==> src/rtl/led_blink_pkg.sv <==
`default_nettype none
// ============================================================================
// Module      : led_blink_pkg
// Description : Default half-period counts for the LED blinker and the
//               counter-width helper shared by the divider instances.
// Revision    : 1.0 - initial release
// ============================================================================
package led_blink_pkg;

    // Half-period counts for a 25 MHz oscillator
    localparam int c_DEFAULT_COUNT_10HZ = 1250000;
    localparam int c_DEFAULT_COUNT_5HZ  = 2500000;
    localparam int c_DEFAULT_COUNT_2HZ  = 6250000;
    localparam int c_DEFAULT_COUNT_1HZ  = 12500000;

    // Counter width able to hold 0..n-1; never narrower than one bit so that
    // n = 1 still yields a legal (constant-zero) counter.
    function automatic int f_cnt_width(input int n);
        return (n <= 1) ? 1 : $clog2(n);
    endfunction

endpackage : led_blink_pkg
`default_nettype wire

==> src/rtl/led_toggle_div.sv <==
`default_nettype none
// ============================================================================
// Module      : led_toggle_div
// Description : Terminal-count divider. Counts 0..g_COUNT-1 and inverts its
//               registered output on the terminal count, giving a 50 % duty
//               square wave of period 2*g_COUNT clocks.
// Revision    : 1.0 - initial release
// ============================================================================
module led_toggle_div
    import led_blink_pkg::*;
#(
    parameter int g_COUNT = 1
) (
    input  wire logic i_Clk,
    input  wire logic i_Rst,
    output logic      o_Toggle
);

    localparam int                  c_CNT_W    = f_cnt_width(g_COUNT);
    localparam logic [c_CNT_W-1:0]  c_TERMINAL = c_CNT_W'(g_COUNT - 1);
    localparam logic [c_CNT_W-1:0]  c_CNT_ONE  = c_CNT_W'(1);

    // A count below one has no meaningful half-period; refuse to elaborate.
    generate
        if (g_COUNT < 1) begin : g_bad_count
            $error("led_toggle_div: g_COUNT must be >= 1");
        end
    endgenerate

    // Initialisers make a power-up with reset tied low look like a fresh reset.
    logic [c_CNT_W-1:0] r_cnt = '0;
    logic               r_led = 1'b0;

    // Count to the terminal value, then wrap and flip the LED; reset beats the
    // terminal count so a coincident reset leaves the LED low.
    always_ff @(posedge i_Clk) begin
        if (i_Rst) begin
            r_cnt <= '0;
            r_led <= 1'b0;
        end else if (r_cnt == c_TERMINAL) begin
            r_cnt <= '0;
            r_led <= ~r_led;
        end else begin
            r_cnt <= r_cnt + c_CNT_ONE;
        end
    end

    assign o_Toggle = r_led;

endmodule : led_toggle_div
`default_nettype wire

==> src/rtl/led_blink.sv <==
`default_nettype none
// ============================================================================
// Module      : led_blink
// Description : Free-running four-LED blinker. Each LED is driven straight
//               from the flop of its own divider; the dividers share only the
//               clock and the common reset.
// Revision    : 1.0 - initial release
// ============================================================================
module led_blink
    import led_blink_pkg::*;
#(
    parameter int g_COUNT_10HZ = c_DEFAULT_COUNT_10HZ,
    parameter int g_COUNT_5HZ  = c_DEFAULT_COUNT_5HZ,
    parameter int g_COUNT_2HZ  = c_DEFAULT_COUNT_2HZ,
    parameter int g_COUNT_1HZ  = c_DEFAULT_COUNT_1HZ
) (
    input  wire logic i_Clk,
    input  wire logic i_Rst,
    output logic      o_LED_1,
    output logic      o_LED_2,
    output logic      o_LED_3,
    output logic      o_LED_4
);

    logic [3:0] w_led;

    led_toggle_div #(.g_COUNT(g_COUNT_10HZ)) u_div_10hz (
        .i_Clk    (i_Clk),
        .i_Rst    (i_Rst),
        .o_Toggle (w_led[0])
    );

    led_toggle_div #(.g_COUNT(g_COUNT_5HZ)) u_div_5hz (
        .i_Clk    (i_Clk),
        .i_Rst    (i_Rst),
        .o_Toggle (w_led[1])
    );

    led_toggle_div #(.g_COUNT(g_COUNT_2HZ)) u_div_2hz (
        .i_Clk    (i_Clk),
        .i_Rst    (i_Rst),
        .o_Toggle (w_led[2])
    );

    led_toggle_div #(.g_COUNT(g_COUNT_1HZ)) u_div_1hz (
        .i_Clk    (i_Clk),
        .i_Rst    (i_Rst),
        .o_Toggle (w_led[3])
    );

    assign o_LED_1 = w_led[0];
    assign o_LED_2 = w_led[1];
    assign o_LED_3 = w_led[2];
    assign o_LED_4 = w_led[3];

endmodule : led_blink
`default_nettype wire

==> config.mk <==
export PLATFORM = sky130hd
export DESIGN_NAME = led_blink
export DESIGN_NICKNAME = d
export VERILOG_FILES = /design/src/rtl/led_blink_pkg.sv /design/src/rtl/led_toggle_div.sv /design/src/rtl/led_blink.sv
export SDC_FILE = /design/constraint.sdc
export NUM_CORES = 1
export LEC_CHECK = 0
export ABC_AREA = 1
export BUFFER_PORTS_ARGS = -buffer_cell sky130_fd_sc_hd__buf_2
export CORE_AREA = 2 2 95 97
export CTS_BUF_LIST = sky130_fd_sc_hd__clkbuf_2
export CTS_CLUSTER_DIAMETER = 150
export DETAILED_ROUTE_END_ITERATION = 10
export DIE_AREA = 0 0 97 99
export GPL_ROUTABILITY_DRIVEN = 0
export PLACE_DENSITY = 0.75
export SYNTH_ARGS = -nofsm -noshare
export SYNTH_HDL_FRONTEND = slang
export SYNTH_HIERARCHICAL = 1
export SYNTH_SLANG_ARGS = --single-unit
==> constraint.sdc <==
create_clock -name i_Clk -period 2.1 [get_ports i_Clk]
set_clock_uncertainty 0.05 [all_clocks]
set_input_delay 0.315 -clock i_Clk [delete_from_list [all_inputs] [get_ports i_Clk]]
set_output_delay 0.315 -clock i_Clk [all_outputs]
set_load 0.01 [all_outputs]
==> results.sh, run 1 <==
export IMPL_rows=34
export IMPL_pin_count=6
export IMPL_tritoncts="built"
export IMPL_yosys_warnings=6
export IMPL_area_growth_pct=3.37
export IMPL_die_w_um=97
export IMPL_setup_ws_ns=0.391
export IMPL_grt_max_degree=22
export IMPL_cap_viol_max_count=0
export IMPL_core_sq_um=8550
export IMPL_rsz0062_at_grt="no"
export IMPL_synth_nets=749
export IMPL_cp_max_fo=21
export IMPL_total_leakage_power_nw=1.79
export IMPL_period_share_pct=81.4
export IMPL_avgSynthCellArea_sq_um=6.74
export IMPL_final_util_pct=60.6
export IMPL_drt_pass1_iterations=5
export IMPL_hpwl_um=7320
export IMPL_hold_viol_final=0
export IMPL_nFillCells=795
export IMPL_numCtsBuffers=9
export IMPL_port_buffers=5
export IMPL_worstMarginPinSlew_ns=0.417
export IMPL_clockBufferDepth=2
export IMPL_worst_ep_required_time_ns=2.50
export IMPL_yosysUniqueCellTypes=29
export IMPL_ys_ff_latch=94
export IMPL_ir_drop_mv=0.295
export IMPL_drive_above_1_share_pct=9.91
export IMPL_place_ws_ns=0.417
export IMPL_setup_viol=0
export IMPL_antenna_found_initial=0
export IMPL_period_needed_ns=1.71
export IMPL_syn_area_sq_um=5010
export IMPL_grt_overflow=0
export IMPL_drtAntennaViolNets=0
export IMPL_clk_latency_ns=0.54
export IMPL_h_tree_depth=3
export IMPL_relSlewSlack_pct=72.1
export IMPL_wl_per_cell_um=11.3
export IMPL_die_h_um=99
export IMPL_design_die_area_sq_um=9600
export IMPL_antennaDiodeCount=0
export IMPL_postCtsSetupRepairBufs=0
export IMPL_routed_wl_um=9750
export IMPL_nets=758
export IMPL_crit_type="flop to flop"
export IMPL_end_kind="flop"
export IMPL_viasPerCell=5.14
export IMPL_drc=0
export IMPL_fmax_ghz=0.585
export IMPL_num_vias=4443
export IMPL_cp_start_kind="flop"
export IMPL_cellPowerDensity_nw_per_um2=524
export IMPL_grt_pass1_wl_um=17600
export IMPL_ys_seq_area_share_pct=37.6
export IMPL_path_clk_slew_ns=0.28
export IMPL_grt_pass1_vias=4199
export IMPL_ctsResizeCount=0
export IMPL_initial_core_util_pct=58.6
export IMPL_hold_path_class="primary input to flop"
export IMPL_worstPathArrival_ns=2.11
export IMPL_cts_root_buf="clkbuf_2"
export IMPL_synthCells=743
export IMPL_cts_sinks=94
export IMPL_drt_initial_drc_count=184
export IMPL_slew_violations=0
export IMPL_hold_buffers=0
export IMPL_setup_tns_ns=0
export IMPL_grt_util_all_layers_pct=21.7
export IMPL_status="finished, final reports clean"
-- where the power goes --
group / switching, W / internal (W)
logic: 0.0000578 / 0.0000284
clock network: 0.000630 / 0.000167
registers: 0.0000175 / 0.00181
-- area by class of cell --
type                            instances  area [sq um]  area share [%]
Tap cell                              108           135            2.61
Multi-Input combinational cell        555          2710            52.4
Clock inverter                          6          46.3           0.894
Clock buffer                           10          50.0           0.967
Sequential cell                        94          1880            36.3
Timing Repair Buffer                    5          25.0           0.483
Inverter                               87           327            6.31
-- cell families (layout without fill, tap and decap cells) --
kind of cell / Yosys count / after routing / synth area share [%]
buffers and inverters: 94 / 108 / 8.27
AND/OR/NAND/NOR: 464 / 464 / 41.7
flip-flops: 94 / 94 / 37.6
AO/OA/AOI/OAI: 53 / 53 / 5.47
XOR/XNOR: 34 / 34 / 5.95
adder cells (fa/ha/maj): 4 / 4 / 0.999
-- path summary, 6_finish.rpt --
| kind | start | endpoint | slack [ns] | cells past startpoint |
|---|---|---|---|---|
| setup / recovery | u_div_1hz/r_cnt[0] | u_div_1hz/r_cnt[17] | 0.39 | 6 |
| hold / removal | i_Rst | u_div_5hz/o_Toggle | 0.06 | 4 |
| setup reg to reg | u_div_1hz/r_cnt[0] | u_div_1hz/r_cnt[17] | 0.39 | 6 |
| hold reg to reg | u_div_5hz/r_cnt[0] | u_div_5hz/r_cnt[0] | 0.42 | 1 |
-- sequential cells by signal (all words and copies together) (netlist names) --
register / cells
u_div_1hz/r_cnt: 24
u_div_10hz/r_cnt: 21
u_div_2hz/r_cnt: 23
u_div_1hz/o_Toggle: 1
u_div_5hz/r_cnt: 22
u_div_10hz/o_Toggle: 1
u_div_5hz/o_Toggle: 1
u_div_2hz/o_Toggle: 1
-- routing by layer --
metal	up-vias	share of wire, %	GRT usage [%]
met4	0	1.7	6.50
met3	16	2.9	3.26
met2	85	47	37.6
met1	2006	48	28.1
met5	-	0	0
li1	2336	-	-
-- worst max-delay path, stage by stage (launching register included) --
cell and delay (ns):
dfxtp_1 0.44, ha_1 0.23, nand3_2 0.13, nor2_1 0.15, nand3_2 0.15, nand2_2 0.36, nor2_1 0.09
-- Yosys cell counts --
cell / instances / area [sq um]
a21oi_1: 36 / 180
a21oi_2: 1 / 8.76
and2_1: 2 / 12.5
buf_12: 1 / 20.0
buf_6: 6 / 67.6
dfxtp_1: 94 / 1880
ha_1: 4 / 50.1
inv_1: 85 / 319
inv_2: 2 / 7.51
nand2_1: 177 / 664
nand2_2: 11 / 68.8
nand2_4: 1 / 11.3
nand2_8: 1 / 20.0
nand3_1: 54 / 270
nand3_2: 5 / 50.1
nand3b_1: 5 / 37.5
nand4_1: 15 / 93.8
nor2_1: 157 / 589
nor2_2: 21 / 131
nor2_4: 9 / 101
nor3_1: 1 / 5.00
nor3_2: 1 / 10.0
o21ai_0: 13 / 65.1
o21ai_1: 1 / 5.00
o21bai_1: 2 / 15.0
or2_0: 2 / 12.5
or2_2: 2 / 12.5
xnor2_1: 15 / 131
xor2_1: 19 / 166
-- through the flow --
stage | hold slack [ns] | cell area [sq um] | total power (W) | std cells
floorplan | 0.367 | 5010 | 0.00194 | 743
global placement | 0.380 | 5080 | 0.00194 | 849
detailed placement | 0.395 | 5080 | 0.00195 | 849
CTS | 0.0369 | 5180 | 0.00275 | 865
global route | 0.0206 | 5180 | 0.00284 | 865
finish | 0.0647 | 5180 | 0.00271 | 865
-- cell usage in the layout, fill, tap and decap left out, drive strengths merged --
| master | netlist | final |
|---|---|---|
| a21oi | 37 | 37 |
| and2 | 2 | 2 |
| buf | 7 | 5 |
| clkbuf | 0 | 10 |
| clkinv | 0 | 3 |
| clkinvlp | 0 | 2 |
| dfxtp | 94 | 94 |
| ha | 4 | 4 |
| inv | 87 | 88 |
| nand2 | 190 | 190 |
| nand3 | 59 | 59 |
| nand3b | 5 | 5 |
| nand4 | 15 | 15 |
| nor2 | 187 | 187 |
| nor3 | 2 | 2 |
| o21ai | 14 | 14 |
| o21bai | 2 | 2 |
| or2 | 4 | 4 |
| xnor2 | 15 | 15 |
| xor2 | 19 | 19 |
Note: power is estimated with default switching activity, not from simulation.
==> run 2, diff against run 1 <==
- clock period: 2.1 -> 1.6 ns (I/O delays scaled with it)
==> run 2 against run 1 <==
  * Design area grew 4.5%
  * Via count grew 1.8%
  * Die area is the same
  * Routed wire length grew 5.5%
  * Final cell count grew 1.8%
  * Non-clock buffer count grew 14
  * Global-route usage is essentially flat
  * Clock power grew 52%
  * Largest power group unchanged
  * Fmax grew 14%
  * Critical path type unchanged
  * Register-to-register slack lost 0.30 ns
==> results.sh, run 2 (synthesized netlist as in run 1, its figures left out) <==
export IMPL_status="finished, final reports clean"
export IMPL_cts_root_buf="clkbuf_2"
export IMPL_clk_latency_ns=0.56
export IMPL_hpwl_um=7650
export IMPL_core_sq_um=8550
export IMPL_worstMarginPinSlew_ns=0.522
export IMPL_antennaDiodeCount=0
export IMPL_rows=34
export IMPL_h_tree_depth=3
export IMPL_grt_pass1_wl_um=17500
export IMPL_holdWs_ns=0.402
export IMPL_met2WireLength_um=4860
export IMPL_fin_cells=881
export IMPL_cp_cell_sequence="ha_2, nand2_2, nor2_4, nand2_2, nor2_4, nand2_4, nand2_4, a21oi_1"
export IMPL_crit_buf_inv=0
export IMPL_antenna_found_initial=0
export IMPL_cp_max_fo=9
export IMPL_area_growth_pct=8.02
export IMPL_most_common_layout_cells="nand2_1 (177), nor2_1 (151), dfxtp_1 (88), inv_1 (84), nand3_1 (54)"
export IMPL_slowest_stage="dfxtp_2"
export IMPL_max_stage_delay_ns=0.41
export IMPL_crit_type="flop to flop"
export IMPL_placed_cell_area_sq_um=5210
export IMPL_nets=774
export IMPL_drt_met1_wl_um=4810
export IMPL_worst_ep_required_time_ns=2.06
export IMPL_total_leakage_power_nw=1.88
export IMPL_num_vias=4521
export IMPL_hold_viol_final=0
export IMPL_die_w_um=97
export IMPL_design_die_area_sq_um=9600
export IMPL_routed_wl_um=10300
export IMPL_drt_initial_drc_count=150
export IMPL_crit_family="simple AND/OR/NAND/NOR gates"
export IMPL_stdcell_area_sq_um=5410
export IMPL_grt_util_all_layers_pct=21.6
export IMPL_relSlewSlack_pct=65.1
export IMPL_hold_path_class="flop to flop"
export IMPL_regMostFlops="u_div_1hz/r_cnt"
export IMPL_slew_violations=0
export IMPL_grt_pass1_vias=4136
export IMPL_fmax_ghz=0.665
export IMPL_numCtsBuffers=9
export IMPL_pin_count=6
export IMPL_die_h_um=99
export IMPL_largest_reg_flops=24
export IMPL_cts_sinks=94
export IMPL_setup_viol=0
export IMPL_tritoncts="built"
export IMPL_wl_per_cell_um=11.7
export IMPL_end_kind="flop"
export IMPL_top_layer_used="met4"
export IMPL_period_share_pct=94.0
export IMPL_drt_pass1_iterations=4
export IMPL_port_buffers=5
export IMPL_setup_tns_ns=0
export IMPL_drc=0
export IMPL_post_place_cells=861
export IMPL_grt_max_degree=22
export IMPL_path_clk_slew_ns=0.30
export IMPL_drtAntennaViolNets=0
export IMPL_worstPathArrival_ns=1.96
export IMPL_cellPowerDensity_nw_per_um2=695
export IMPL_top_regs="u_div_1hz/r_cnt (24), u_div_2hz/r_cnt (23), u_div_5hz/r_cnt (22)"
export IMPL_ir_drop_mv=0.520
export IMPL_grt_overflow=0
export IMPL_initial_core_util_pct=58.6
export IMPL_viasPerCell=5.13
export IMPL_drive_above_1_share_pct=13.7
export IMPL_cap_viol_max_count=0
export IMPL_wl_met3_um=448
export IMPL_cp_start_kind="flop"
export IMPL_period_needed_ns=1.50
export IMPL_clockBufferDepth=2
export IMPL_final_common_cell="nand2_1"
run 2: per-stage QoR:
stage | setup slack [ns] | utilization [%] | total power [W]
finish | 0.0959 | 63.3 | 0.00376
global route | -0.000584 | 63.3 | 0.00392
CTS | 0.0549 | 62.5 | 0.00379
detailed placement | 0.0793 | 60.9 | 0.00258
global placement | 0.122 | 60.9 | 0.00257
floorplan | 0.112 | - | 0.00255
run 2: power by group:
group          leakage [nW]  internal, W  switching (W)  total (W)
clock                0.0687     0.000377       0.000832    0.00121
sequential            0.761      0.00238      0.0000228    0.00240
combinational          1.05    0.0000639      0.0000870   0.000151
run 2: worst paths after layout:
check | startpoint | endpoint | slack [ns] | cells past startpoint
worst max register to register | u_div_2hz/r_cnt[1] | u_div_2hz/r_cnt[5] | 0.1 | 8
worst max-delay path | u_div_2hz/r_cnt[1] | u_div_2hz/r_cnt[5] | 0.1 | 8
worst min-delay path | u_div_1hz/r_cnt[0] | u_div_1hz/r_cnt[0] | 0.40 | 1
worst min register to register | u_div_1hz/r_cnt[0] | u_div_1hz/r_cnt[0] | 0.40 | 1
run 2: repair_timing:
| item | CTS | global route |
|---|---|---|
| buffers inserted | 0 | 1 |
| setup endpoints to repair | 0 | 57 |
| hold buffers | 1 | 0 |
| hold endpoints to repair | 5 | 0 |
| resized for setup | 0 | 18 |
run 2: cell type report:
type,count,area (sq um)
fill,779,3140
multi-input combinational,557,2770
sequential,94,1890
inverter,87,327
timing repair buffer,19,170
tap,108,135
clock inverter,6,71.3
clock buffer,10,50.0
run 2: layer usage:
layer / track usage (%) / up-vias
met2: 36.9 / 94
li1: - / 2373
met5: 0 / -
met4: 7.26 / 0
met1: 28.0 / 2039
met3: 3.69 / 15
==> run 3, diff against run 2 <==
- CELL_PAD_IN_SITES_DETAIL_PLACEMENT: unset -> 2
- CELL_PAD_IN_SITES_GLOBAL_PLACEMENT: unset -> 2
- CORE_AREA: 2 2 95 97 -> 2 2 120 122
- DIE_AREA: 0 0 97 99 -> 0 0 122 124
- PLACE_DENSITY: 0.75 -> unset
- PLACE_DENSITY_LB_ADDON: unset -> 0.1
==> run 3 against run 2 <==
  * Global-route usage decreased by 1.2 points
  * First-iteration DRC count decreased by 4.7%
  * Via count increased by 5.0%
  * Highest routed layer unchanged
  * Largest cell class unchanged
==> results.sh, run 3 (synthesized netlist as in run 1, its figures left out) <==
export IMPL_rsz0062_at_grt="yes"
export IMPL_p_sw_share_pct=25.4
export IMPL_cts_sinks=94
export IMPL_timing_rr_end="u_div_5hz/r_cnt[12]"
export IMPL_drt_pass1_iterations=4
export IMPL_max_stage_delay_ns=0.40
export IMPL_end_kind="flop"
export IMPL_seqPwrFrac_pct=60.5
export IMPL_num_vias=4747
export IMPL_path_clk_slew_ns=0.28
export IMPL_cap_viol_max_count=0
export IMPL_grt_overflow=0
export IMPL_grt_pass1_vias=5144
export IMPL_nets=781
export IMPL_pin_count=6
export IMPL_relSlewSlack_pct=67.1
export IMPL_slew_violations=0
export IMPL_slowest_stage="dfxtp_2"
export IMPL_reg2reg_depth=7
export IMPL_worstPathArrival_ns=1.97
export IMPL_total_leakage_power_nw=1.95
export IMPL_period_share_pct=94.7
export IMPL_tritoncts="built"
export IMPL_grt_max_degree=22
export IMPL_p_switching_w=0.00101
export IMPL_numCtsBuffers=9
export IMPL_hold_path_class="flop to flop"
export IMPL_grt_pass1_wl_um=24500
export IMPL_clockBufferDepth=2
export IMPL_antenna_found_initial=1
export IMPL_worst_ep_required_time_ns=2.05
export IMPL_p_clk_share_pct=35.0
export IMPL_min_to="u_div_1hz/r_cnt[0]"
export IMPL_wl_per_cell_um=15.3
export IMPL_grt_util_all_layers_pct=20.4
export IMPL_final_util_pct=41.3
export IMPL_die_w_um=122
export IMPL_worstMarginPinSlew_ns=0.493
export IMPL_drt_initial_drc_count=143
export IMPL_setup_viol=0
export IMPL_drc=0
export IMPL_drive_above_1_share_pct=16.8
export IMPL_drtAntennaViolNets=0
export IMPL_cp_cell_sequence="ha_2, nand3_2, nor2_1, nand3_2, nand2_4, buf_12, nor2_1"
export IMPL_final_common_cell="nand2_1"
export IMPL_ir_drop_mv=0.488
export IMPL_setup_ws_ns=0.0840
export IMPL_viasPerCell=4.94
export IMPL_clk_latency_ns=0.61
export IMPL_cp_max_fo=10
export IMPL_internal_power_w=0.00296
export IMPL_crit_buf_inv=1
export IMPL_largest_reg_flops=24
export IMPL_period_needed_ns=1.52
export IMPL_regMostFlops="u_div_1hz/r_cnt"
export IMPL_hold_viol_final=0
export IMPL_cts_root_buf="clkbuf_2"
export IMPL_nFillCells=1694
export IMPL_min_from="u_div_1hz/r_cnt[0]"
export IMPL_area_growth_pct=13.1
export IMPL_reg2reg_from="u_div_5hz/r_cnt[0]"
export IMPL_hpwl_um=11100
export IMPL_die_h_um=124
export IMPL_hold_depth=1
export IMPL_initial_core_util_pct=36.5
export IMPL_place_ws_ns=0.0124
export IMPL_r2r_slack_ns=0.08
export IMPL_port_buffers=5
export IMPL_p_comb_share_pct=4.5
export IMPL_most_common_layout_cells="nand2_1 (176), nor2_1 (147), inv_1 (85), dfxtp_1 (75), nand3_1 (52)"
export IMPL_top_regs="u_div_1hz/r_cnt (24), u_div_2hz/r_cnt (23), u_div_5hz/r_cnt (22)"
export IMPL_h_tree_depth=3
export IMPL_cp_start_kind="flop"
export IMPL_crit_type="flop to flop"
export IMPL_fmax_ghz=0.660
export IMPL_routed_wl_um=14700
export IMPL_rows=43
export IMPL_cellPowerDensity_nw_per_um2=702
export IMPL_status="finished, final reports clean"
export IMPL_core_sq_um=13700
export IMPL_crit_family="simple AND/OR/NAND/NOR gates"
export IMPL_design_die_area_sq_um=15100
## run 3: per-layer routing
layer | vias up | track usage [%] | part of all wire [%]
met2 | 24 | 38.2 | 52
met4 | 0 | 4.53 | 1.2
met3 | 13 | 4.03 | 1.7
li1 | 2376 | - | -
met1 | 2334 | 24.0 | 45
met5 | - | 0 | 0
## run 3: worst max-delay path by stage
stage | start | end | cells after the start | slack, ns
finish | u_div_5hz/r_cnt[0] | u_div_5hz/r_cnt[12] | 7 | 0.08
CTS | u_div_5hz/r_cnt[1] | u_div_5hz/r_cnt[12] | 7 | 0.0009
floorplan | u_div_2hz/r_cnt[0] | u_div_2hz/r_cnt[11] | 9 | 0.11
detailed placement | u_div_1hz/r_cnt[0] | u_div_1hz/r_cnt[20] | 8 | 0.01
global placement | u_div_10hz/r_cnt[0] | u_div_10hz/r_cnt[9] | 7 | 0.09
global route | u_div_5hz/r_cnt[19] | u_div_5hz/r_cnt[12] | 7 | -0.02
## run 3: what timing repair did
| item | in CTS | in global routing |
|---|---|---|
| resized for setup | 7 | 38 |
| pin swaps | 0 | 5 |
| hold buffers | 1 | 0 |
| setup endpoints to repair | 17 | 89 |
| setup buffers | 1 | 6 |
| endpoints found under the hold margin | 9 | 0 |
| cloned | 0 | 2 |
## run 3: power groups by stage
stage / combinational [W] / sequential (W) / clock [W]
after floorplan: 0.000113 / 0.00244 / 0
after global placement: 0.000139 / 0.00244 / 0
after detailed placement: 0.000150 / 0.00244 / 0
after CTS: 0.000155 / 0.00240 / 0.00147
after global routing: 0.000203 / 0.00241 / 0.00155
final: 0.000180 / 0.00240 / 0.00139
## run 3: area by class of cell
class / instances / area (sq um) / share of cell area [%]
sequential: 94 / 1910 / 33.7
tap: 180 / 225 / 3.97
clock buffer: 9 / 45.0 / 0.795
multi-input combinational: 556 / 2830 / 49.9
inverter: 87 / 327 / 5.76
clock inverter: 6 / 86.3 / 1.52
timing repair buffer: 27 / 248 / 4.37
antenna: 1 / 2.50 / 0.0442
## run 3: per-stage QoR
| stage | cell area, sq um | total power, W | setup TNS (ns) | hold WS [ns] | std cells |
|---|---|---|---|---|---|
| 5_1_grt | 5670 | 0.00417 | -0.101 | 0.437 | 960 |
| 6_report | 5670 | 0.00398 | 0 | 0.424 | 960 |
| 4_1_cts | 5470 | 0.00403 | 0 | 0.405 | 951 |
| 3_5_place_dp | 5310 | 0.00259 | 0 | 0.406 | 934 |
| 3_3_place_gp | 5310 | 0.00258 | 0 | 0.378 | 934 |
| 2_1_floorplan | 5010 | 0.00255 | 0 | 0.367 | 743 |
